### src/rtl/calc_result_bcd.sv
// calc_result_bcd: sequential binary-to-BCD converter (double dabble, one bit
// per clock) for the mini-calculator result, with held display-ready outputs.
// Optional remainder conversion path is built when CALC_BCD_REM_EN is defined.
module calc_result_bcd #(
    parameter int unsigned WIDTH  = 16,
    parameter int unsigned DIGITS = 5
) (
    input  logic                  clk,
    input  logic                  rst,
    input  logic                  start,
    input  logic [WIDTH-1:0]      result,
    input  logic [7:0]            remainder,
    input  logic                  error,
    output logic                  busy,
    output logic                  done,
    output logic [4*DIGITS-1:0]   bcd,
    output logic [11:0]           rem_bcd,
    output logic                  err_out
);

    localparam int unsigned BCD_W = 4 * DIGITS;
    localparam int unsigned CNT_W = $clog2(WIDTH + 1);
    localparam int unsigned REM_W = 8;

    typedef enum logic [1:0] {
        IDLE  = 2'd0,
        SHIFT = 2'd1,
        ERR   = 2'd2
    } state_t;

    state_t             state_q, state_d;
    logic [WIDTH-1:0]   shift_q, shift_d;
    logic [BCD_W-1:0]   scratch_q, scratch_d;
    logic [CNT_W-1:0]   cnt_q, cnt_d;
    logic [BCD_W-1:0]   bcd_q, bcd_d;
    logic               busy_q, busy_d;
    logic               done_q, done_d;
    logic               err_q, err_d;
    logic [BCD_W+WIDTH-1:0] cat;

    // Add 3 to every BCD digit that is 5 or more, ahead of the next shift.
    function automatic logic [BCD_W-1:0] add3(input logic [BCD_W-1:0] v);
        logic [BCD_W-1:0] r;
        r = v;
        for (int i = 0; i < int'(DIGITS); i++) begin
            if (v[4*i +: 4] >= 4'd5) r[4*i +: 4] = v[4*i +: 4] + 4'd3;
        end
        return r;
    endfunction

`ifdef CALC_BCD_REM_EN
    logic [REM_W-1:0]   rshift_q, rshift_d;
    logic [11:0]        rscratch_q, rscratch_d;
    logic [11:0]        rem_bcd_q, rem_bcd_d;
    logic [REM_W+11:0]  rcat;

    // Three-digit variant of add3 for the remainder path.
    function automatic logic [11:0] add3_rem(input logic [11:0] v);
        logic [11:0] r;
        r = v;
        for (int i = 0; i < 3; i++) begin
            if (v[4*i +: 4] >= 4'd5) r[4*i +: 4] = v[4*i +: 4] + 4'd3;
        end
        return r;
    endfunction
`endif

    // State and datapath registers, synchronous reset.
    always_ff @(posedge clk) begin
        if (rst) begin
            state_q   <= IDLE;
            shift_q   <= '0;
            scratch_q <= '0;
            cnt_q     <= '0;
            bcd_q     <= '0;
            busy_q    <= 1'b0;
            done_q    <= 1'b0;
            err_q     <= 1'b0;
`ifdef CALC_BCD_REM_EN
            rshift_q   <= '0;
            rscratch_q <= '0;
            rem_bcd_q  <= '0;
`endif
        end else begin
            state_q   <= state_d;
            shift_q   <= shift_d;
            scratch_q <= scratch_d;
            cnt_q     <= cnt_d;
            bcd_q     <= bcd_d;
            busy_q    <= busy_d;
            done_q    <= done_d;
            err_q     <= err_d;
`ifdef CALC_BCD_REM_EN
            rshift_q   <= rshift_d;
            rscratch_q <= rscratch_d;
            rem_bcd_q  <= rem_bcd_d;
`endif
        end
    end

    // Next-state, shift-add-3 datapath and output load logic.
    always_comb begin
        state_d   = state_q;
        shift_d   = shift_q;
        scratch_d = scratch_q;
        cnt_d     = cnt_q;
        bcd_d     = bcd_q;
        busy_d    = busy_q;
        done_d    = 1'b0;
        err_d     = err_q;
        cat       = {add3(scratch_q), shift_q} << 1;
`ifdef CALC_BCD_REM_EN
        rshift_d   = rshift_q;
        rscratch_d = rscratch_q;
        rem_bcd_d  = rem_bcd_q;
        rcat       = {add3_rem(rscratch_q), rshift_q} << 1;
`endif
        case (state_q)
            IDLE: begin
                if (start && error) begin
                    state_d = ERR;
                    busy_d  = 1'b1;
                end else if (start) begin
                    state_d   = SHIFT;
                    busy_d    = 1'b1;
                    shift_d   = result;
                    scratch_d = '0;
                    cnt_d     = CNT_W'(WIDTH);
`ifdef CALC_BCD_REM_EN
                    rshift_d   = remainder;
                    rscratch_d = '0;
`endif
                end
            end
            SHIFT: begin
                {scratch_d, shift_d} = cat;
                cnt_d = cnt_q - CNT_W'(1);
`ifdef CALC_BCD_REM_EN
                // Remainder needs only 8 shifts; it runs during the first 8 cycles.
                if (cnt_q > CNT_W'(WIDTH - REM_W)) {rscratch_d, rshift_d} = rcat;
`endif
                if (cnt_q == CNT_W'(1)) begin
                    state_d = IDLE;
                    busy_d  = 1'b0;
                    done_d  = 1'b1;
                    err_d   = 1'b0;
                    bcd_d   = cat[BCD_W+WIDTH-1 -: BCD_W];
`ifdef CALC_BCD_REM_EN
                    rem_bcd_d = rscratch_d;
`endif
                end
            end
            ERR: begin
                state_d = IDLE;
                busy_d  = 1'b0;
                done_d  = 1'b1;
                err_d   = 1'b1;
                bcd_d   = '1;
`ifdef CALC_BCD_REM_EN
                rem_bcd_d = 12'hFFF;
`endif
            end
            default: begin
                state_d = IDLE;
                busy_d  = 1'b0;
            end
        endcase
    end

    assign busy    = busy_q;
    assign done    = done_q;
    assign bcd     = bcd_q;
    assign err_out = err_q;

`ifdef CALC_BCD_REM_EN
    assign rem_bcd = rem_bcd_q;
`else
    // Remainder path not built; the display sees blank-zero remainder digits.
    logic unused_remainder;
    assign unused_remainder = ^remainder;
    assign rem_bcd = 12'h000;
`endif

endmodule

### config.mk
export PLATFORM = sky130hd
export DESIGN_NAME = calc_result_bcd
export DESIGN_NICKNAME = d
export VERILOG_FILES = /design/src/rtl/calc_result_bcd.sv
export SDC_FILE = /design/constraint.sdc
export NUM_CORES = 1
export LEC_CHECK = 0
export BUFFER_PORTS_ARGS = -buffer_cell sky130_fd_sc_hd__buf_2
export CORE_ASPECT_RATIO = 1.2
export CORE_MARGIN = 2
export CORE_UTILIZATION = 26
export CTS_CLUSTER_SIZE = 30
export DETAILED_ROUTE_END_ITERATION = 7
export GPL_ROUTABILITY_DRIVEN = 0
export SYNTH_ARGS = -nofsm -noshare
export SYNTH_HDL_FRONTEND = slang
export SYNTH_SLANG_ARGS = --single-unit
### constraint.sdc
create_clock -name clk -period 1.75 [get_ports clk]
set_input_delay 0.2625 -clock clk [delete_from_list [all_inputs] [get_ports clk]]
set_output_delay 0.2625 -clock clk [all_outputs]
set_load 0.03 [all_outputs]
==> results of run 1 <==
-- how the worst min path moves through the flow --
stage | endpoint | slack, ns
after floorplan | shift_q[0] | 0.41
after global placement | scratch_q[17] | 0.44
after detailed placement | scratch_q[17] | 0.46
after CTS | shift_q[0] | 0.17
after global routing | shift_q[2] | 0.20
final | shift_q[0] | 0.17
-- worst max-delay path, stage by stage (launching register included) --
cell                      delay, ns
sky130_fd_sc_hd__dfxtp_1       0.31
sky130_fd_sc_hd__inv_1         0.08
sky130_fd_sc_hd__ha_1          0.25
sky130_fd_sc_hd__buf_4         0.22
sky130_fd_sc_hd__mux2_4        0.42
sky130_fd_sc_hd__o221a_2       0.28
-- cells in the mapped netlist, drive strengths merged, types with 8 or more instances --
cell type / instances
dfxtp: 66
nor2: 45
nand2: 37
a21oi: 22
buf: 22
o21ai: 18
inv: 17
ha: 15
a211oi: 13
a222oi: 11
nand3: 11
clkbuf: 9
nor3: 8
-- kinds of logic (layout without fill, tap and decap cells) --
kind of cell	after synthesis	after routing	share of synthesized area (%)
other cells	1	12	0.116
compound gates	90	90	20.8
xor+xnor	9	9	2.45
flops	66	66	41.0
buf+inv	48	92	8.24
fa+ha+maj	15	15	5.83
simple gates	122	122	18.1
mux	10	10	3.42
-- layer usage --
metal / share of wire (%) / routed length (µm)
met1: 44 / 3230
met2: 51 / 3700
met3: 4.1 / 303
met4: 1.2 / 88
met5: 0 / 0
-- repair_timing --
action | in CTS | in global routing
gates cloned | 0 | 0
setup endpoints to repair | 8 | 36
pin swaps | 0 | 6
resized for setup | 3 | 8
-- registers in the layout (all words and copies together), names as in the netlist --
register,count
bcd,20
state_q,2
done,1
err_out,1
scratch_q,20
busy,1
shift_q,16
cnt_q,5
-- cell type report --
cell class / count / area [µm²] / area share (%)
tap: 161 / 201 / 5.14
timing repair buffer: 59 / 363 / 9.26
inverter: 17 / 63.8 / 1.63
clock buffer: 10 / 229 / 5.84
clock inverter: 6 / 33.8 / 0.862
multi-input combinational: 258 / 1710 / 43.5
sequential: 66 / 1320 / 33.7
-- through the flow --
stage               utilization [%]  setup slack (ns)
floorplan                         -             0.136
global placement               29.9            0.0294
detailed placement             29.9           -0.0252
CTS                            32.1           0.00627
global route                   32.3           -0.0251
finish                         32.3            0.0898
-- power breakdown --
part           leakage (nW)  total (mW)  switching (mW)  internal (mW)
Combinational         0.804       0.529           0.337          0.192
Sequential            0.537        1.63          0.0503           1.58
Clock                 0.136        1.59           0.647          0.947
==> load_flow_metrics.sql, run 1 <==
INSERT INTO impl_metrics (metric_group, metric, value, unit) VALUES
('grt', 'global_route_wire_length_before_repair', '12.4', 'mm'),
('route', 'drc', '0', ''),
('cts', 'clock_tree.htree_level_count', '3', ''),
('placed_design', 'dp_hpwl', '5.10', 'mm'),
('logic_synthesis', 'yosysWarningCount', '0', ''),
('route', 'drt.antenna.violating_nets', '0', ''),
('cells_and_area', 'share_of_cells_above_drive_strength_1', '26.0', '%'),
('die', 'num_rows', '44', ''),
('grt', 'grt_max_degree', '24', ''),
('sta', 'final_hold_viols', '0', ''),
('cts', 'cts_post_setup_buffers_inserted', '0', ''),
('route', 'initialDrtViolationCount', '117', ''),
('setup_path', 'critical_path.reg2reg.startpoint', 'state_q[1]', ''),
('grt', 'm3_gr_usage', '2.64', '%'),
('cells_and_area', 'layout_common_cells', '66 x sky130_fd_sc_hd__dfxtp_1, 43 x sky130_fd_sc_hd__nor2_1, 42 x sky130_fd_sc_hd__buf_2', ''),
('logic_synthesis', 'synth-seq-area-share', '41.0', '%'),
('sta', 'post_route_clock_period_utilization', '94.9', '%'),
('sta', 'rsz0062_at_grt', 'yes', ''),
('cells_and_area', 'final_common_cell', 'sky130_fd_sc_hd__dfxtp_1', ''),
('sta', 'holdWs', '0.171', 'ns'),
('setup_path', 'ff2ff_path_depth', '5', ''),
('route', 'route.detailed.wl_per_inst', '12.7', 'µm'),
('logic_synthesis', 'synth.cell_area', '3220', 'µm²'),
('logic_synthesis', 'netlist_top_cells_area', 'sky130_fd_sc_hd__dfxtp_1 41%, sky130_fd_sc_hd__ha_1 5.8%, sky130_fd_sc_hd__nor2_1 5.0%', ''),
('pwr', 'final_total_power', '3.75', 'mW'),
('route', 'num_vias', '2681', ''),
('cells_and_area', 'postLayoutCellArea', '3920', 'µm²'),
('run', 'cap_viol_max_count', '0', ''),
('die', 'chipHeight', '126', 'µm'),
('cts', 'insertion_delay', '0.32', 'ns'),
('route', 'drt_wl_total', '7.32', 'mm'),
('setup_path', 'worst_setup_path_endpoint', 'bcd[2]', ''),
('grt', 'gr-total-overflow', '0', ''),
('min_path', 'min_path_type', 'in2reg', ''),
('cells_and_area', 'insertedDiodeCount', '0', ''),
('logic_synthesis', 'ys_seq_elements', '66', ''),
('setup_path', 'worstSetupEndpointType', 'flip-flop', ''),
('pwr', 'power.ir.vdd_worst', '0.565', 'mV'),
('grt', 'met2_usage', '20.3', '%'),
('setup_path', 'critical_path_required', '1.96', 'ns'),
('die', 'core_area', '12100', 'µm²'),
('cts', 'cts_hold_repair.buffers', '0', ''),
('setup_path', 'start_kind', 'flip-flop', ''),
('setup_path', 'worst-r2r-setup-slack', '0.09', 'ns'),
('grt', 'track_usage', '11.5', '%'),
('placed_design', 'post_dp_cell_area', '3620', 'µm²'),
('sta', 'setup-violations-final', '0', ''),
('min_path', 'min_from', 'result[0]', ''),
('sta', 'clock_skew', '0.00583', 'ns'),
('grt', 'top_usage_layer', 'met2', ''),
('cts', 'max-clock-path-buffers', '2', ''),
('logic_synthesis', 'ys_async_sr_fraction', '0', '%'),
('logic_synthesis', 'synth_area_per_cell', '8.92', 'µm²'),
('logic_synthesis', 'synthDistinctLibCells', '48', ''),
('setup_path', 'timing.critical_path.arrival', '1.87', 'ns'),
('logic_synthesis', 'post_synth_edffs', '0', ''),
('cts', 'tritoncts_clock_tree', 'built', ''),
('cts', 'cts.root.buffer_cell', 'sky130_fd_sc_hd__clkbuf_16', ''),
('route', 'vias_per_cell', '4.65', ''),
('status', 'run_status', 'completed', ''),
('logic_synthesis', 'synth-main-ff-cell', 'sky130_fd_sc_hd__dfxtp_1', ''),
('pwr', 'leakage', '1.48', 'nW'),
('sta', 'finalMaxSlewViolations', '0', ''),
('cells_and_area', 'fin_nets', '454', ''),
('cells_and_area', 'layout.filler_cells', '1301', ''),
('cells_and_area', 'finish.cell_count_without_fillers', '577', ''),
('grt', 'grt_antenna_before_repair', '0', ''),
('logic_synthesis', 'post_synth_inst_count', '361', ''),
('pwr', 'cellPowerDensity', '958', 'nW/µm²'),
('route', 'first_pass_iters', '7', ''),
('die', 'die_footprint', '13300', 'µm²');
Note: power is estimated with default switching activity, not from simulation.
==> run 2: changes to the inputs <==
Settings changed: REMOVE_ABC_BUFFERS set to 1.
==> run 2 against run 1 <==
Compared with the run above: maximum frequency grew 0.64%; global-route usage shrank 0.19 points; total power grew 1.3%; worst hold slack gained 0.0087 ns; sequential power is essentially flat; register-to-register slack is essentially flat; critical path type unchanged; largest power group unchanged; highest routed layer unchanged.
==> load_flow_metrics.sql, run 2 (same netlist as run 1, synthesis figures left out) <==
INSERT INTO impl_metrics (metric_group, metric, value, unit) VALUES
('placed_design', 'port-buffer-count', '42', ''),
('pwr', 'net-switching-power', '0.995', 'mW'),
('cells_and_area', 'synthToLayoutAreaGrowth', '23.0', '%'),
('setup_path', 'crit_path_max_fo', '14', ''),
('pwr', 'cellPowerDensity', '961', 'nW/µm²'),
('setup_path', 'start_kind', 'flip-flop', ''),
('route', 'drc', '0', ''),
('setup_path', 'critical_path_required', '1.98', 'ns'),
('sta', 'post_route_clock_period_utilization', '94.3', '%'),
('sta', 'clock_skew', '0.00344', 'ns'),
('cells_and_area', 'regArea', '1320', 'µm²'),
('run', 'cap_viol_max_count', '0', ''),
('pwr', 'switching_share', '26.2', '%'),
('sta', 'finalMaxSlewViolations', '0', ''),
('sta', 'holdWs', '0.179', 'ns'),
('sta', 'post-route-min-period', '1.65', 'ns'),
('pwr', 'clkPwrFrac', '42.9', '%'),
('die', 'pin_count', '63', ''),
('die', 'num_rows', '44', ''),
('setup_path', 'worstSetupEndpointType', 'flip-flop', ''),
('die', 'chipHeight', '126', 'µm'),
('route', 'drt_wl_total', '7.41', 'mm'),
('setup_path', 'timing.critical_path.arrival', '1.88', 'ns'),
('pwr', 'power.sequential.fraction', '42.8', '%'),
('cts', 'tritoncts_clock_tree', 'built', ''),
('cells_and_area', 'final_common_cell', 'sky130_fd_sc_hd__dfxtp_1', ''),
('cells_and_area', 'fin_nets', '458', ''),
('die', 'die_w', '106', 'µm'),
('cts', 'insertion_delay', '0.32', 'ns'),
('sta', 'final_hold_viols', '0', ''),
('pwr', 'power_share_of_the_combinational_group', '14.2', '%'),
('cts', 'cts_hold_repair.buffers', '0', ''),
('cts', 'clock_tree.htree_level_count', '3', ''),
('cts', 'cts_post_setup_buffers_inserted', '0', ''),
('cells_and_area', 'layout.filler_cells', '1290', ''),
('die', 'start_util', '26.6', '%'),
('cells_and_area', 'share_of_cells_above_drive_strength_1', '25.5', '%'),
('grt', 'grt_pass1_vias', '2578', ''),
('placed_design', 'place_worst_setup_slack', '-0.0412', 'ns'),
('route', 'route.detailed.wl_per_inst', '12.8', 'µm'),
('cells_and_area', 'layout_common_cells', '66 x sky130_fd_sc_hd__dfxtp_1, 43 x sky130_fd_sc_hd__nor2_1, 42 x sky130_fd_sc_hd__buf_2', ''),
('pwr', 'power_report.internal_total', '2.81', 'mW'),
('grt', 'grt_antenna_before_repair', '0', ''),
('cts', 'cts.root.buffer_cell', 'sky130_fd_sc_hd__clkbuf_16', ''),
('cells_and_area', 'area_of_the_multi_input_gates', '1690', 'µm²'),
('cells_and_area', 'post-route-util', '32.7', '%'),
('cts', 'clk_pin_slew', '0.05', 'ns'),
('die', 'core_area', '12100', 'µm²'),
('sta', 'setup-violations-final', '0', ''),
('sta', 'layout_setup_ws', '0.100', 'ns'),
('grt', 'track_usage', '11.4', '%'),
('grt', 'm3_gr_usage', '3.36', '%'),
('route', 'first_pass_iters', '6', ''),
('cts', 'max-clock-path-buffers', '2', ''),
('cts', 'cts_buffers', '9', ''),
('grt', 'use_met1', '13.0', '%'),
('sta', 'fin_setup_tns', '0', 'ns'),
('die', 'die_footprint', '13300', 'µm²'),
('route', 'drt.antenna.violating_nets', '0', ''),
('grt', 'global_route_wire_length_before_repair', '12.2', 'mm'),
('setup_path', 'critPathKind', 'reg2reg', ''),
('sta', 'fmaxAchievable', '0.606', 'GHz'),
('pwr', 'leakage', '1.50', 'nW'),
('placed_design', 'dp_hpwl', '5.23', 'mm'),
('grt', 'grt_max_degree', '20', ''),
('route', 'initialDrtViolationCount', '81', ''),
('grt', 'gr-total-overflow', '0', ''),
('grt', 'met2_usage', '20.3', '%'),
('min_path', 'min_path_type', 'in2reg', ''),
('cts', 'tritoncts_num_sinks', '66', ''),
('pwr', 'power.ir.vdd_worst', '0.428', 'mV'),
('status', 'run_status', 'completed', ''),
('cells_and_area', 'insertedDiodeCount', '0', ''),
('sta', 'rsz0062_at_grt', 'no', ''),
('route', 'vias_per_cell', '4.70', ''),
('grt', 'top_usage_layer', 'met2', ''),
('route', 'num_vias', '2728', '');
==> run 2: what timing repair did <==
item / in CTS / in global routing
resized for setup: 1 / 6
endpoints found under the setup margin: 12 / 32
cloned: 0 / 0
pin swaps: 0 / 2
hold endpoints to repair: 0 / 0
==> run 2: worst paths after layout <==
kind,start,to,slack (ns),cells past startpoint
max,state_q[0],scratch_q[8],0.10,8
min reg2reg,scratch_q[17],scratch_q[17],0.45,2
min,result[0],shift_q[0],0.18,3
max reg2reg,state_q[0],scratch_q[8],0.10,8
==> run 2: routing by layer <==
metal	vias up	wire length, µm
met4	0	113
met3	10	278
li1	1364	-
met1	1301	3310
met5	-	0
met2	53	3710
==> run 2: cell type report <==
type	count	area share [%]
Tap cell	161	5.09
Clock buffer	13	6.57
Sequential cell	66	33.4
Clock inverter	2	0.316
Timing Repair Buffer	63	10.2
Multi-Input combinational cell	258	42.8
Inverter	17	1.61
==> run 2: power by group through the flow <==
| stage | clock network [mW] | logic (mW) | registers, mW |
|---|---|---|---|
| CTS | 1.67 | 0.549 | 1.63 |
| global placement | 0 | 0.539 | 1.66 |
| finish | 1.63 | 0.542 | 1.63 |
| global route | 1.74 | 0.594 | 1.64 |
| floorplan | 0 | 0.260 | 1.74 |
| detailed placement | 0 | 0.546 | 1.66 |
==> run 2: critical path, stage by stage, from the launching register on <==
cell and delay [ns]:
sky130_fd_sc_hd__dfxtp_1 0.32, sky130_fd_sc_hd__inv_1 0.06, sky130_fd_sc_hd__ha_2 0.22, sky130_fd_sc_hd__and3b_2 0.25, sky130_fd_sc_hd__buf_4 0.15, sky130_fd_sc_hd__nor3_2 0.21
sky130_fd_sc_hd__buf_12 0.17, sky130_fd_sc_hd__nand2_1 0.07, sky130_fd_sc_hd__o21ai_0 0.10
==> run 2: metrics by stage <==
stage               instance area (µm²)  power (mW)  std cells
CTS                                3940        3.85        580
floorplan                          3060        2.00        341
global placement                   3670        2.20        565
global route                       3960        3.97        580
finish                             3960        3.80        580
detailed placement                 3670        2.21        565
